**config.mk**
```make
export PLATFORM = sky130hd
export DESIGN_NAME = rv32_register_file
export DESIGN_NICKNAME = d
export VERILOG_FILES = /design/src/rtl/rv32_register_file.sv
export SDC_FILE = /design/constraint.sdc
export NUM_CORES = 2
export LEC_CHECK = 0
export ABC_CLOCK_PERIOD_IN_PS = 3690
export CORE_AREA = 2 2 320 322
export DETAILED_ROUTE_END_ITERATION = 8
export DIE_AREA = 0 0 322 324
export PLACE_DENSITY = 0.78
export SLEW_MARGIN = 20
export SYNTH_ARGS = -nofsm -noshare
export SYNTH_HDL_FRONTEND = slang
export SYNTH_SLANG_ARGS = --single-unit
export TNS_END_PERCENT = 20
```
**constraint.sdc**
```tcl
create_clock -name clk -period 3.69 [get_ports clk]
set_clock_uncertainty 0.05 [all_clocks]
set_input_delay 0.738 -clock clk [delete_from_list [all_inputs] [get_ports clk]]
set_output_delay 0.738 -clock clk [all_outputs]
set_load 0.02 [all_outputs]
```
**src/rtl/rv32_register_file.sv**
```systemverilog
// RV32I integer register file: 32 x 32-bit, x0 reads as zero.
// Two combinational read ports, one synchronous write port, synchronous reset.
module rv32_register_file #(
  parameter int unsigned DATA_W   = 32,
  parameter int unsigned ADDR_W   = 5,
  parameter int unsigned NUM_REGS = 32
) (
  input  logic              clk,
  input  logic              reset,
  input  logic              reg_file_wr_en,
  input  logic [ADDR_W-1:0] wr_addr,
  input  logic [DATA_W-1:0] data_in,
  input  logic [ADDR_W-1:0] rd_addr_1,
  input  logic [ADDR_W-1:0] rd_addr_2,
  output logic [DATA_W-1:0] rd_data_1,
  output logic [DATA_W-1:0] rd_data_2
);

  logic [DATA_W-1:0] reg_file [0:NUM_REGS-1];

  // Reset wins over a coincident write; writes to x0 are dropped.
  always_ff @(posedge clk) begin
    if (reset) begin
      for (int i = 0; i < NUM_REGS; i++) begin
        reg_file[i] <= '0;
      end
    end else if (reg_file_wr_en && (wr_addr != '0)) begin
      reg_file[wr_addr] <= data_in;
    end
  end

  // No write bypass; x0 forced to zero regardless of array contents.
  always_comb begin
    rd_data_1 = '0;
    rd_data_2 = '0;
    if (rd_addr_1 != '0) rd_data_1 = reg_file[rd_addr_1];
    if (rd_addr_2 != '0) rd_data_2 = reg_file[rd_addr_2];
  end

endmodule

```
==> results.sh <==
export IMPL_final_hold_viol_count=0
export IMPL_cts_hold_buf=0
export IMPL_cts_buffers=104
export IMPL_grt_pass1_wl_um=249000
export IMPL_largest_reg_flops=1024
export IMPL_wirelength_um=175000
export IMPL_drtAntennaViolNets=0
export IMPL_outcome="complete, but fails checks"
export IMPL_cp_data_arrival_time_ps=3010
export IMPL_grt_usage_pct=33.5
export IMPL_worstHoldStart="reset"
export IMPL_clk_pin_slew_worst_paths_ps=50
export IMPL_ys_types=42
export IMPL_hp_class="in2reg"
export IMPL_critPathMaxFanout=9
export IMPL_route_detailed_drc=0
export IMPL_start_kind="input pin"
export IMPL_fin_ws_ps=-112
export IMPL_regMostFlops="reg_file"
export IMPL_yosys_warnings=0
export IMPL_largestRegisters="reg_file: 1024 flops"
export IMPL_post_route_min_period_ps=3800
export IMPL_max_freq_ghz=0.263
export IMPL_path_class="in2out"
export IMPL_grt_max_degree=67
export IMPL_syn_to_final_growth_pct=18.9
export IMPL_drt_initial_drc_count=5627
export IMPL_clockBufferDepth=3
export IMPL_overflow=0
export IMPL_start_util_pct=53.7
export IMPL_maxCapViolCount=0
export IMPL_vias=36178
export IMPL_netlist_instances=3502
export IMPL_grt_use_met3_pct=7.53
export IMPL_ys_ff_latch=1024
export IMPL_grt_use_met2_pct=52.8
export IMPL_final_common_cell="edfxtp_1"
export IMPL_h_tree_depth=3
export IMPL_io_buffers=113
export IMPL_ir_worst_vdd_mv=0.410
export IMPL_worstHoldPathCells=2
export IMPL_dpl_cell_area_um2=59700
export IMPL_post_route_util_pct=63.9
export IMPL_rsz0062_at_grt="yes"
export IMPL_violations="setup timing"
export IMPL_busiest_layer="met2"
export IMPL_syn_avg_cell_area_um2=15.5
export IMPL_final_cell_mix="edfxtp_1, and2_1, mux4_2"
export IMPL_synth_area_um2=54200
export IMPL_coreArea_um2=101000
export IMPL_viasPerCell=6.93
export IMPL_slew_violations=0
export IMPL_final_cell_area_um2=64500
export IMPL_nFillCells=6890
export IMPL_post_route_period_util_pct=103
export IMPL_clk_root_buffer_cell="clkbuf_16"
export IMPL_cp_required_ps=2900
export IMPL_met1_usage_pct=43.7
export IMPL_drive_gt1_share_pct=34.3
export IMPL_drtPass1Iterations=6
export IMPL_cts_tree="built"
export IMPL_power_density_nw_per_um2=439
export IMPL_die_x_um=322
export IMPL_crit_path_end_kind="output pin"
export IMPL_antenna_found_initial=12
export IMPL_grt_pass1_vias=36031
export IMPL_finalSetupViolCount=19
export IMPL_num_rows=117
export IMPL_tightest_slew_ps=1110
export IMPL_die_height_um=324
export IMPL_clock_sinks=1024
export IMPL_hold_end="reg_file[0][8]"
export IMPL_nets=3871
export IMPL_p_leak_uw=0.0228
export IMPL_gp_congestion=0.933
export IMPL_wl_per_cell_um=33.5
export IMPL_synth_yosys_seq_area_share_pct=56.7
export IMPL_timing_slew_headroom_pct=25.5
export IMPL_hpwl_um=111000
export IMPL_dieArea_um2=104000
export IMPL_ioPinCount=114
power breakdown:
group	switching, uW	total [uW]	internal, uW
registers	365	13800	13400
logic	2260	4220	1960
clock network	4550	10300	5750
kinds of logic after synthesis:
family,Yosys count,share of synthesized area (%)
flops,1024,56.7
simple gates,1177,13.3
mux,652,23.0
other cells,1,0.00691
compound gates,259,3.65
buf+inv,389,3.31
timing repair:
item	4_1_cts	5_1_grt
gates resized for setup	285	69
gates cloned	9	2
setup endpoints to repair	63	53
pin swaps	19	8
setup buffers	10	14
layout make-up:
cell class	count	area, um2	area share (%)
tap	1309	1640	2.54
inverter	2	7.51	0.0116
clock inverter	61	541	0.838
timing repair buffer	569	5980	9.27
sequential	1024	30700	47.7
antenna	8	20.0	0.0310
clock buffer	130	2700	4.19
multi-input combinational	2120	22900	35.5
routing by layer:
metal	up-vias	share of wire (%)
li1	14249	-
met1	18296	34
met2	3022	47
met3	597	13
met4	14	6.3
met5	-	0.046
critical path: stages:
cell and delay, ps:
dlygate4sd2_1 260, buf_12 150, buf_6 150, nand3b_1 160, buf_4 180, buf_8 160
buf_4 140, o22ai_1 160, a2111oi_2 100, nor3_2 540, buf_4 260
cell usage after synthesis (all sizes together):
| cell type | instances | area (um2) |
|---|---|---|
| mux4 | 472 | 10600 |
| o22ai | 103 | 644 |
| a221o | 2 | 20.0 |
| a22oi | 16 | 120 |
| edfxtp | 1024 | 30700 |
| nor4 | 6 | 37.5 |
| buf | 115 | 768 |
| clkbuf | 272 | 1020 |
| conb | 1 | 3.75 |
| nand2b | 5 | 31.3 |
| and4b | 1 | 10.0 |
| inv | 2 | 7.51 |
| or2 | 33 | 206 |
| nand4b | 1 | 8.76 |
| a22o | 51 | 447 |
| or3 | 2 | 12.5 |
| a211oi | 7 | 52.6 |
| a21oi | 12 | 60.1 |
| nand3 | 5 | 25.0 |
| nor4b | 3 | 32.5 |
| nand2 | 7 | 26.3 |
| nand3b | 5 | 37.5 |
| nor2b | 14 | 87.6 |
| mux2i | 150 | 1500 |
| or4b | 1 | 10.0 |
| o221ai | 1 | 8.76 |
| mux2 | 30 | 338 |
| nor3 | 54 | 270 |
| nand4bb | 2 | 22.5 |
| nor2 | 36 | 135 |
| and2 | 995 | 6220 |
| and3 | 3 | 18.8 |
| or3b | 4 | 35.0 |
| o21ai | 4 | 20.0 |
| a221oi | 4 | 35.0 |
| a2111oi | 55 | 533 |
| a32o | 4 | 40.0 |
how the worst max path moves through the flow:
| stage | startpoint | endpoint |
|---|---|---|
| after detailed placement | rd_addr_1[3] | rd_data_1[3] |
| final | rd_addr_1[3] | rd_data_1[13] |
| after CTS | rd_addr_2[1] | rd_data_2[19] |
| after global placement | rd_addr_1[3] | rd_data_1[3] |
| after floorplan | rd_addr_1[0] | rd_data_1[30] |
| after global routing | rd_addr_1[0] | rd_data_1[27] |
metrics by stage:
step | hold slack [ps] | instances | total power (uW) | setup WS, ps | setup TNS [ps]
2_1_floorplan | 886 | 3533 | 16000 | 174 | 0
3_3_place_gp | 1240 | 4992 | 17800 | -1050 | -27650
3_5_place_dp | 1250 | 4992 | 17900 | -977 | -28450
4_1_cts | 534 | 5199 | 28200 | -153 | -2260
5_1_grt | 540 | 5216 | 28900 | -123 | -1170
6_report | 550 | 5223 | 28300 | -112 | -500
Power figures use the tool's default switching activity.
